[config.mk]
export PLATFORM = sky130hd
export DESIGN_NAME = ecc_154_ctrl_flat
export DESIGN_NICKNAME = d
export VERILOG_FILES = /design/src/rtl/ecc_154_ctrl_if.sv /design/src/rtl/ecc_154_ctrl.sv /design/src/flat_wrapper.sv
export SDC_FILE = /design/constraint.sdc
export NUM_CORES = 1
export LEC_CHECK = 0
export BUFFER_PORTS_ARGS = -buffer_cell sky130_fd_sc_hd__buf_2
export CAP_MARGIN = 10
export CORE_AREA = 4 4 171 173
export DETAILED_ROUTE_END_ITERATION = 16
export DIE_AREA = 0 0 175 177
export PLACE_DENSITY = 0.73
export SLEW_MARGIN = 20
export SYNTH_ARGS = -nofsm -noshare
export SYNTH_HDL_FRONTEND = slang
export SYNTH_SLANG_ARGS = --single-unit
[constraint.sdc]
create_clock -name clk -period 2.45 [get_ports clk]
set_clock_uncertainty 0.05 [all_clocks]
set_input_delay 0.49 -clock clk [delete_from_list [all_inputs] [get_ports clk]]
set_output_delay 0.49 -clock clk [all_outputs]
set_load 0.01 [all_outputs]
[src/rtl/ecc_154_ctrl_if.sv]
// Checker-side bus of ecc_154_ctrl: input-mux/stimulus/control toward the SECDED checker
// (master = controller) and the checker's same-cycle responses back (slave = checker).
interface ecc_154_ctrl_if #(
  parameter int DATA_WIDTH   = 154,
  parameter int PARITY_WIDTH = 9
);
  logic                    chk_sel;
  logic [DATA_WIDTH-1:0]   tst_data;
  logic [PARITY_WIDTH-1:0] tst_parity;
  logic                    ecc_bypass;
  logic                    ecc_fault_detc_en;
  logic                    chk_sbit_err;
  logic                    chk_dbit_err;
  logic                    chk_ecc_fault;

  modport master (
    output chk_sel, tst_data, tst_parity, ecc_bypass, ecc_fault_detc_en,
    input  chk_sbit_err, chk_dbit_err, chk_ecc_fault
  );

  modport slave (
    input  chk_sel, tst_data, tst_parity, ecc_bypass, ecc_fault_detc_en,
    output chk_sbit_err, chk_dbit_err, chk_ecc_fault
  );
endinterface

[src/rtl/ecc_154_ctrl.sv]
// SECDED checker controller: periodic self-test slotted into the read path, sticky status, error counters.
// Optional macro ECC_154_CTRL_ERR_CNT_EN implements the functional error counters (tied to 0 otherwise).
module ecc_154_ctrl #(
  parameter int DATA_WIDTH   = 154,
  parameter int PARITY_WIDTH = 9,
  parameter int CNT_WIDTH    = 16
) (
  input  logic                 clk,
  input  logic                 rst_n,
  input  logic                 cfg_ecc_en,
  input  logic                 cfg_detc_en,
  input  logic [15:0]          cfg_test_period,
  input  logic                 rd_vld,
  output logic                 rd_stall,
  ecc_154_ctrl_if.master       chk,
  input  logic                 sts_clr,
  output logic [CNT_WIDTH-1:0] sbit_cnt,
  output logic [CNT_WIDTH-1:0] dbit_cnt,
  output logic [CNT_WIDTH-1:0] fault_cnt,
  output logic [15:0]          test_cnt,
  output logic                 st_fail,
  output logic [1:0]           fail_step,
  output logic                 irq
);

  localparam int KW = $clog2(DATA_WIDTH);
  localparam logic [KW-1:0] K_LAST = KW'(DATA_WIDTH - 1);
  localparam logic [DATA_WIDTH-1:0] DATA_ONE = {{(DATA_WIDTH-1){1'b0}}, 1'b1};

  typedef enum logic [2:0] {
    S_IDLE    = 3'd0,
    S_PEND    = 3'd1,
    S_T_CLEAN = 3'd2,
    S_T_SBIT  = 3'd3,
    S_T_DBIT  = 3'd4,
    S_DONE    = 3'd5
  } state_t;

  state_t                  state_r;
  logic [15:0]             timer_r;
  logic [3:0]              wait_r;
  logic [KW-1:0]           k_r;
  logic                    sel_r;
  logic                    bypass_r;
  logic                    detc_r;
  logic [DATA_WIDTH-1:0]   tst_data_r;
  logic [15:0]             test_cnt_r;

  logic                    st_fail_r;
  logic [1:0]              fail_step_r;
  logic                    func_fault_r;
  logic                    irq_r;

  logic                    exp_sbit_s;
  logic                    exp_dbit_s;
  logic [1:0]              step_s;
  logic                    mismatch_s;
  logic                    func_rd_s;
  logic                    st_fail_nxt_s;
  logic [1:0]              fail_step_nxt_s;
  logic                    func_fault_nxt_s;

  function automatic logic [KW-1:0] k_next(input logic [KW-1:0] k);
    return (k == K_LAST) ? {KW{1'b0}} : k + {{(KW-1){1'b0}}, 1'b1};
  endfunction

  function automatic logic [DATA_WIDTH-1:0] sbit_pattern(input logic [KW-1:0] k);
    return DATA_ONE << k;
  endfunction

  // Two adjacent bits, the upper one wrapping to bit 0 at the top of the word
  function automatic logic [DATA_WIDTH-1:0] dbit_pattern(input logic [KW-1:0] k);
    return (DATA_ONE << k) | (DATA_ONE << k_next(k));
  endfunction

  // Self-test sequencer with registered checker-mux controls
  always_ff @(posedge clk or negedge rst_n) begin
    if (!rst_n) begin
      state_r    <= S_IDLE;
      timer_r    <= 16'd0;
      wait_r     <= 4'd0;
      k_r        <= {KW{1'b0}};
      sel_r      <= 1'b0;
      bypass_r   <= 1'b1;
      detc_r     <= 1'b0;
      tst_data_r <= {DATA_WIDTH{1'b0}};
      test_cnt_r <= 16'd0;
    end else begin
      case (state_r)
        S_IDLE: begin
          bypass_r <= ~cfg_ecc_en;
          detc_r   <= cfg_detc_en;
          if (cfg_test_period == 16'd0) begin
            timer_r <= 16'd0;
          end else if (timer_r == cfg_test_period) begin
            timer_r <= 16'd0;
            state_r <= S_PEND;
          end else begin
            timer_r <= timer_r + 16'd1;
          end
        end
        S_PEND: begin
          if (!rd_vld || wait_r == 4'd15) begin
            wait_r     <= 4'd0;
            state_r    <= S_T_CLEAN;
            sel_r      <= 1'b1;
            bypass_r   <= 1'b0;
            detc_r     <= 1'b1;
            tst_data_r <= {DATA_WIDTH{1'b0}};
          end else begin
            wait_r   <= wait_r + 4'd1;
            bypass_r <= ~cfg_ecc_en;
            detc_r   <= cfg_detc_en;
          end
        end
        S_T_CLEAN: begin
          state_r    <= S_T_SBIT;
          tst_data_r <= sbit_pattern(k_r);
        end
        S_T_SBIT: begin
          state_r    <= S_T_DBIT;
          tst_data_r <= dbit_pattern(k_r);
        end
        S_T_DBIT: begin
          state_r    <= S_DONE;
          sel_r      <= 1'b0;
          bypass_r   <= ~cfg_ecc_en;
          detc_r     <= cfg_detc_en;
          tst_data_r <= {DATA_WIDTH{1'b0}};
        end
        S_DONE: begin
          state_r    <= S_IDLE;
          test_cnt_r <= test_cnt_r + 16'd1;
          k_r        <= k_next(k_r);
          bypass_r   <= ~cfg_ecc_en;
          detc_r     <= cfg_detc_en;
        end
        default: begin
          state_r    <= S_IDLE;
          sel_r      <= 1'b0;
          bypass_r   <= ~cfg_ecc_en;
          detc_r     <= cfg_detc_en;
          tst_data_r <= {DATA_WIDTH{1'b0}};
        end
      endcase
    end
  end

  // Expected checker response for the current test step
  always_comb begin
    exp_sbit_s = 1'b0;
    exp_dbit_s = 1'b0;
    step_s     = 2'd0;
    case (state_r)
      S_T_CLEAN: step_s = 2'd1;
      S_T_SBIT: begin
        exp_sbit_s = 1'b1;
        step_s     = 2'd2;
      end
      S_T_DBIT: begin
        exp_dbit_s = 1'b1;
        step_s     = 2'd3;
      end
      default: begin
        exp_sbit_s = 1'b0;
        exp_dbit_s = 1'b0;
        step_s     = 2'd0;
      end
    endcase
  end

  assign mismatch_s = sel_r & ((chk.chk_sbit_err != exp_sbit_s) |
                               (chk.chk_dbit_err != exp_dbit_s) | chk.chk_ecc_fault);
  assign func_rd_s  = rd_vld & ~sel_r;

  // Sticky next-state: a fresh set wins over a same-cycle clear
  always_comb begin
    st_fail_nxt_s    = mismatch_s | (st_fail_r & ~sts_clr);
    func_fault_nxt_s = (func_rd_s & chk.chk_ecc_fault) | (func_fault_r & ~sts_clr);
    if (mismatch_s && (!st_fail_r || sts_clr)) begin
      fail_step_nxt_s = step_s;
    end else if (sts_clr) begin
      fail_step_nxt_s = 2'd0;
    end else begin
      fail_step_nxt_s = fail_step_r;
    end
  end

  // Sticky status and interrupt registers
  always_ff @(posedge clk or negedge rst_n) begin
    if (!rst_n) begin
      st_fail_r    <= 1'b0;
      fail_step_r  <= 2'd0;
      func_fault_r <= 1'b0;
      irq_r        <= 1'b0;
    end else begin
      st_fail_r    <= st_fail_nxt_s;
      fail_step_r  <= fail_step_nxt_s;
      func_fault_r <= func_fault_nxt_s;
      irq_r        <= st_fail_nxt_s | func_fault_nxt_s;
    end
  end

`ifdef ECC_154_CTRL_ERR_CNT_EN
  localparam logic [CNT_WIDTH-1:0] CNT_ZERO = {CNT_WIDTH{1'b0}};
  localparam logic [CNT_WIDTH-1:0] CNT_ONE  = {{(CNT_WIDTH-1){1'b0}}, 1'b1};
  localparam logic [CNT_WIDTH-1:0] CNT_MAX  = {CNT_WIDTH{1'b1}};

  logic [CNT_WIDTH-1:0] sbit_cnt_r;
  logic [CNT_WIDTH-1:0] dbit_cnt_r;
  logic [CNT_WIDTH-1:0] fault_cnt_r;

  function automatic logic [CNT_WIDTH-1:0] cnt_next(input logic [CNT_WIDTH-1:0] cnt,
                                                    input logic inc, input logic clr);
    if (clr) begin
      return inc ? CNT_ONE : CNT_ZERO;
    end else if (inc && cnt != CNT_MAX) begin
      return cnt + CNT_ONE;
    end else begin
      return cnt;
    end
  endfunction

  // Saturating functional error counters
  always_ff @(posedge clk or negedge rst_n) begin
    if (!rst_n) begin
      sbit_cnt_r  <= CNT_ZERO;
      dbit_cnt_r  <= CNT_ZERO;
      fault_cnt_r <= CNT_ZERO;
    end else begin
      sbit_cnt_r  <= cnt_next(sbit_cnt_r,  func_rd_s & chk.chk_sbit_err,  sts_clr);
      dbit_cnt_r  <= cnt_next(dbit_cnt_r,  func_rd_s & chk.chk_dbit_err,  sts_clr);
      fault_cnt_r <= cnt_next(fault_cnt_r, func_rd_s & chk.chk_ecc_fault, sts_clr);
    end
  end

  assign sbit_cnt  = sbit_cnt_r;
  assign dbit_cnt  = dbit_cnt_r;
  assign fault_cnt = fault_cnt_r;
`else
  assign sbit_cnt  = {CNT_WIDTH{1'b0}};
  assign dbit_cnt  = {CNT_WIDTH{1'b0}};
  assign fault_cnt = {CNT_WIDTH{1'b0}};
`endif

  assign rd_stall              = sel_r;
  assign chk.chk_sel           = sel_r;
  assign chk.tst_data          = tst_data_r;
  assign chk.tst_parity        = {PARITY_WIDTH{1'b0}};
  assign chk.ecc_bypass        = bypass_r;
  assign chk.ecc_fault_detc_en = detc_r;
  assign test_cnt              = test_cnt_r;
  assign st_fail               = st_fail_r;
  assign fail_step             = fail_step_r;
  assign irq                   = irq_r;

endmodule

[src/flat_wrapper.sv]
// flat-port wrapper written by rule: the top's interface ports become plain ports
module ecc_154_ctrl_flat 
#(
  parameter int DATA_WIDTH   = 154,
  parameter int PARITY_WIDTH = 9,
  parameter int CNT_WIDTH    = 16
)
  (clk, rst_n, cfg_ecc_en, cfg_detc_en, cfg_test_period, rd_vld, rd_stall, sts_clr, sbit_cnt, dbit_cnt, fault_cnt, test_cnt, st_fail, fail_step, irq, chk_chk_sel, chk_tst_data, chk_tst_parity, chk_ecc_bypass, chk_ecc_fault_detc_en, chk_chk_sbit_err, chk_chk_dbit_err, chk_chk_ecc_fault);
  ecc_154_ctrl_if #(.DATA_WIDTH(DATA_WIDTH), .PARITY_WIDTH(PARITY_WIDTH)) chk_i ();
  input  logic clk;
  input  logic rst_n;
  input  logic cfg_ecc_en;
  input  logic cfg_detc_en;
  input  logic [15:0] cfg_test_period;
  input  logic rd_vld;
  output logic rd_stall;
  input  logic sts_clr;
  output logic [CNT_WIDTH-1:0] sbit_cnt;
  output logic [CNT_WIDTH-1:0] dbit_cnt;
  output logic [CNT_WIDTH-1:0] fault_cnt;
  output logic [15:0] test_cnt;
  output logic st_fail;
  output logic [1:0] fail_step;
  output logic irq;
  output wire logic [$bits(chk_i.chk_sel)-1:0] chk_chk_sel;
  output wire logic [$bits(chk_i.tst_data)-1:0] chk_tst_data;
  output wire logic [$bits(chk_i.tst_parity)-1:0] chk_tst_parity;
  output wire logic [$bits(chk_i.ecc_bypass)-1:0] chk_ecc_bypass;
  output wire logic [$bits(chk_i.ecc_fault_detc_en)-1:0] chk_ecc_fault_detc_en;
  input wire logic [$bits(chk_i.chk_sbit_err)-1:0] chk_chk_sbit_err;
  input wire logic [$bits(chk_i.chk_dbit_err)-1:0] chk_chk_dbit_err;
  input wire logic [$bits(chk_i.chk_ecc_fault)-1:0] chk_chk_ecc_fault;
  assign chk_chk_sel = chk_i.chk_sel;
  assign chk_tst_data = chk_i.tst_data;
  assign chk_tst_parity = chk_i.tst_parity;
  assign chk_ecc_bypass = chk_i.ecc_bypass;
  assign chk_ecc_fault_detc_en = chk_i.ecc_fault_detc_en;
  assign chk_i.chk_sbit_err = chk_chk_sbit_err;
  assign chk_i.chk_dbit_err = chk_chk_dbit_err;
  assign chk_i.chk_ecc_fault = chk_chk_ecc_fault;
  ecc_154_ctrl #(.DATA_WIDTH(DATA_WIDTH), .PARITY_WIDTH(PARITY_WIDTH), .CNT_WIDTH(CNT_WIDTH)) u_core (.clk(clk), .rst_n(rst_n), .cfg_ecc_en(cfg_ecc_en), .cfg_detc_en(cfg_detc_en), .cfg_test_period(cfg_test_period), .rd_vld(rd_vld), .rd_stall(rd_stall), .chk(chk_i), .sts_clr(sts_clr), .sbit_cnt(sbit_cnt), .dbit_cnt(dbit_cnt), .fault_cnt(fault_cnt), .test_cnt(test_cnt), .st_fail(st_fail), .fail_step(fail_step), .irq(irq));
endmodule
* Yosys cells after proc, flatten, opt, wreduce, memory -nomap -nowiden
Cells that the tools add are included.
** Word-level totals
- Register bits after elaboration :: 209
- Output and inout bits :: 235
** Operators by class
- Eq/ne operators :: 13
- Reductions and logical operators :: 14
- Add/subtract/negate cells :: 4
- Mux-type cells :: 21
- Bitwise operators :: 16
- Shifts and indexed selects :: 2
** Operator list (count)
- $pmux 154 s4 :: 1
- $shl 1x8->154 const A :: 2
- $mux 154 :: 1
- $or 154x154->154 :: 1
- $add 16x1->16 const B :: 2
- $mux 16 :: 2
- $eq 16x16->1 :: 1
- $logic_not 16->1 :: 1
- $pmux 3 s5 :: 1
- $mux 3 :: 3
- $add 8x1->8 const B :: 1
- $eq 8x8->1 const B :: 1
- $mux 8 :: 1
- $eq 3x2->1 const B :: 2
- $eq 3x3->1 const B :: 2
- $pmux 1 s2 :: 3
- $pmux 2 s3 :: 1
- $and 1x1->1 :: 5
- $mux 1 :: 5
- $not 1->1 :: 5
- $or 1x1->1 :: 5
- $add 4x1->4 const B :: 1
- $eq 4x4->1 const B :: 1
- $mux 2 :: 2
- other kinds (14) :: 20

* Depth between registers and ports, before layout
- Depth in word-level cells :: 8
- Depth in mapped cells :: 10
- Depth with buffers taken out :: 7

* Least setup slack after synthesis
No wires, ideal clock.
- Path kind :: register to register
- Start :: reg u_core.k_r[1]
- End :: reg u_core.tst_data_r[92] (netlist: u_core.chk.tst_data[92])
- Period minus slack after synthesis :: 2.307 ns
- Cell stages (with the launch flop) :: 9
- Data arrival time :: 2.131 ns
- Slack :: 0.143 ns
- Cells stage by stage :: dfrtp_1 -> buf_2 -> inv_1 -> ha_1 -> nand4b_2 -> o31ai_4 -> a21oi_1 -> and3_1 -> a221o_1
** On the way
- Longest elaborated chain between the ends :: 5
- Elaborated cells between the ends (all ways) :: 7
** RTL lines
- start: declaration :: line ecc_154_ctrl.sv:42 : logic [KW-1:0] k_r;
- start signal: assignment :: line ecc_154_ctrl.sv:82 : k_r <= {KW{1'b0}};
- start signal: assignment :: line ecc_154_ctrl.sv:134 : k_r <= k_next(k_r);
- $add 8x1->8 or $eq 8x8->1 (tied branches) :: line ecc_154_ctrl.sv:64 : return (k == K_LAST) ? {KW{1'b0}} : k + {{(KW-1){1'b0}}, 1'b1};
- $mux 8 :: line ecc_154_ctrl.sv:64
- $shl 1x8->154 :: line ecc_154_ctrl.sv:73 : return (DATA_ONE << k) | (DATA_ONE << k_next(k));
- $or 154x154->154 :: line ecc_154_ctrl.sv:73
- $pmux 154 s4 * :: line ecc_154_ctrl.sv:89 : case (state_r)
- end signal: assignment :: line ecc_154_ctrl.sv:86 : tst_data_r <= {DATA_WIDTH{1'b0}};
- end signal: assignment :: line ecc_154_ctrl.sv:109 : tst_data_r <= {DATA_WIDTH{1'b0}};
- end signal: assignment :: line ecc_154_ctrl.sv:118 : tst_data_r <= sbit_pattern(k_r);
- end: declaration :: line ecc_154_ctrl.sv:46 : logic [DATA_WIDTH-1:0] tst_data_r;
Mark *: on every way between the ends. The rest lies on a longest branch, timed or not.
A chain may end at the register's enable or synchronous reset.

* Worst setup path in the final report
- Start :: reg u_core.k_r[3]
- End :: reg u_core.tst_data_r[75] (netlist: u_core.chk.tst_data[75])
Same word-level chain as after synthesis.

==> results.cfg <==
[run_status]
status = finished clean

[cells_and_area]
syn_to_final_growth_pct = 25.6
drive_above_1_share = 0.272
utilization = 0.521
finalNetCount = 1549
design_area_mm2 = 0.0144
insertedDiodeCount = 0
fillCellCount = 2556

[global_route]
grt.total_usage = 0.254
grt_pass1_vias = 10543
grt_pass1_wl_um = 62600
antenna_found_initial = 1
grt_max_degree = 67
grt_overflow = 0

[timing]
hold_violations = 0
fin_crit_sh = 0.998
maxSlewViolCount = 0
max_freq_mhz = 409
finalSetupViolations = 0
holdWs_ps = 67.7
fin_crit_ps = 2450
relSlewSlack = 0.562
tightest_slew_ps = 656
rsz0062_at_grt = true

[synth]
ys_warn_count = 0
ys.flop_type = dfrtp_1
synth_edf_count = 0
synthMuxAreaShare = 0.00349
yosys-top-cells-area = dfrtp_1 (45%), a21oi_1 (6.2%), nor2_1 (5.3%)
synth-adder-area-share = 0.00983
ys_types = 76
yosysSeqAreaShare = 0.456
yosys.area.top_type = dfrtp_1
synthSimpleGateAreaFrac = 0.212
syn-instance-count = 1265
synth_top_area_share = 0.454
synth_top_family_by_area = simple AND/OR/NAND/NOR gates
synth_xor_xnor_area_share = 0.0260
ys_seq_elements = 209
synthesis.area_mm2 = 0.0115
async_reset_ff_frac = 1.00
synth_compound_area_frac = 0.205
synth_area_per_cell_um2 = 9.06

[placed_design]
routabilityCongestion = 1.04
port_buffers = 202
dp_hpwl_um = 30200
dpl_cell_area_mm2 = 0.0134

[power_and_ir_drop]
powerDensity_mw_per_mm2 = 1100
power_mw = 15.9
leakage_nw = 6.74
vdd_drop_max_mv = 0.681

[floorplan]
rows = 61
dieWidth_um = 175
io_pins = 260
initial_utilization = 0.415
die_h_um = 177
fp.coreArea_mm2 = 0.0276
die_area_mm2 = 0.0310

[flow_run]
cap_viol_max_count = 0

[routing]
dr_wl_met2_um = 18400
met1_length_um = 17600
routed_wl_um = 41700
num_vias = 11378
top_layer = met5
drtIter0Drc = 1477
first_pass_iters = 8
routedWlPerCell_um = 21.8
viasPerCell = 5.96
post-route-drc-count = 0
wl_met3_um = 4460
ant_nets = 0

[clock_tree]
cts_root_buf = clkbuf_16
path_clk_slew_ps = 60
cts_tree = yes
cts_sinks = 209
cts_max_level = 1
clkLatencyLatePin_ps = 520
clock_tree.buffer_depth = 3
numCtsBuffers = 24

[critical_path]
critical-path-slowest-cell = dfrtp_1
crit_family = compound AO/OA/AOI/OAI gates
startpoint_type = flop
critPathKind = flop to flop
end_kind = flop
critPathBufInv = 3
worstPathMaxFanout = 18
cp.arrival_ps = 2800
worstRegToRegCells = 8
max_stage_delay_ps = 500
cp_common_cell = buf_4
crit_required_ps = 2810
crit_chain = buf_4 -> nor2_2 -> a32oi_1 -> a21oi_1 -> buf_4 -> a32oi_1 -> buf_4 -> a21oi_1
r2r_slack_ps = 5
critical_path_depth = 8

[min_path]
hold_class = input port to flop
min_path_cells = 2
[through the flow]
| step | cells | setup WS, ps | setup TNS (ps) |
|---|---|---|---|
| 6_report | 1910 | 4.67 | 0 |
| 5_1_grt | 1910 | -39.9 | -180 |
| 4_1_cts | 1908 | 1.75 | 0 |
| 3_5_place_dp | 1864 | 26.9 | 0 |
| 3_3_place_gp | 1864 | 20.7 | 0 |
| 2_1_floorplan | 1321 | 143 | 0 |
[timing repair]
action	CTS	global route
setup endpoints to repair	1	71
buffers inserted	0	2
resized for setup	0	16
pin swaps	1	3
hold endpoints to repair	60	0
hold buffers	1	0
[layer usage]
layer,global-route usage,vias up
met5,0,-
met4,0.0730,2
met3,0.0602,101
met2,0.387,711
met1,0.364,5540
li1,-,5024
[registers in the layout, indices dropped and copies added (netlist names)]
register                      cells
u_core.chk.ecc_fault_detc_en      1
u_core.wait_r                     4
u_core.chk.chk_sel                1
u_core.test_cnt                  16
u_core.chk.ecc_bypass             1
u_core.fail_step                  2
u_core.timer_r                   16
u_core.k_r                        8
u_core.st_fail                    1
u_core.irq                        1
u_core.chk.tst_data             154
u_core.func_fault_r               1
u_core.state_r                    3
[layout by cell type, fill, tap and decap left out, types with 14 or more instances in the layout]
cell type / Yosys / layout
conb_1: 1 / 57
o21ai_0: 29 / 28
nor2_1: 162 / 161
xor2_1: 19 / 19
nor3_1: 30 / 29
and2_1: 16 / 15
a221o_1: 52 / 52
clkbuf_16: 0 / 25
dfrtp_1: 208 / 206
a31oi_1: 25 / 25
a21oi_1: 141 / 140
a32oi_1: 24 / 23
nand3_1: 46 / 46
and3_1: 15 / 15
nand2_1: 71 / 70
inv_1: 22 / 21
nand4_1: 70 / 70
buf_12: 0 / 14
buf_2: 35 / 201
buf_4: 65 / 115
xnor2_1: 15 / 15
[Yosys cell counts (4+ instances only)]
library cell / n
nor2b_1: 10
a22oi_1: 13
dfrtp_1: 208
nand2b_1: 9
xnor2_1: 15
clkbuf_1: 55
nor3_2: 4
nor4_1: 13
a31oi_1: 25
buf_1: 7
buf_2: 35
and3_1: 15
nand2_1: 71
nor3_1: 30
ha_1: 9
xor2_1: 19
a221o_1: 52
a21oi_1: 141
o22ai_1: 7
a32oi_1: 24
and4_1: 4
nor2_1: 162
buf_4: 65
mux2i_1: 4
nand4_1: 70
and2_1: 16
inv_1: 22
o21ai_1: 4
o31ai_1: 11
nand3_1: 46
o21ai_0: 29
[power breakdown]
group | internal [mW] | switching, mW
Clock | 2.64 | 1.48
Sequential | 4.40 | 0.760
Combinational | 2.47 | 4.13
Total | 9.50 | 6.37
[cell families after synthesis]
kind of cell               Yosys count
AOI/OAI and AO/OA                  343
xor gates and xnor gates            34
buffers and inverters              187
DFF                                209
other                                1
and+or+nand+nor                    478
muxes                                4
adders and majority gates            9
[final timing paths]
| kind | from | end |
|---|---|---|
| min in group asynchronous | rst_n | u_core.chk.tst_data[139]$_DFFE_PN0P_ |
| worst max register to register | u_core.k_r[3]$_DFFE_PN0P_ | u_core.chk.tst_data[75]$_DFFE_PN0P_ |
| worst min register to register | u_core.test_cnt[15]$_DFFE_PN0P_ | u_core.test_cnt[15]$_DFFE_PN0P_ |
| worst max-delay path | u_core.k_r[3]$_DFFE_PN0P_ | u_core.chk.tst_data[75]$_DFFE_PN0P_ |
| max in group asynchronous | rst_n | u_core.chk.tst_data[86]$_DFFE_PN0P_ |
| worst min-delay path | cfg_ecc_en | u_core.chk.ecc_bypass$_DFFE_PN1N_ |
[cell type report]
cell class                      instances  area, um2  share of cell area
Multi-Input combinational cell        925       5510               0.383
Timing Repair Buffer                  332       2170               0.151
Inverter                               23       86.3             0.00600
Clock inverter                         11        209              0.0145
Sequential cell                       209       5230               0.364
Clock buffer                           32        702              0.0488
Tap cell                              378        473              0.0329
No activity file was read; power rests on OpenSTA's default activity.
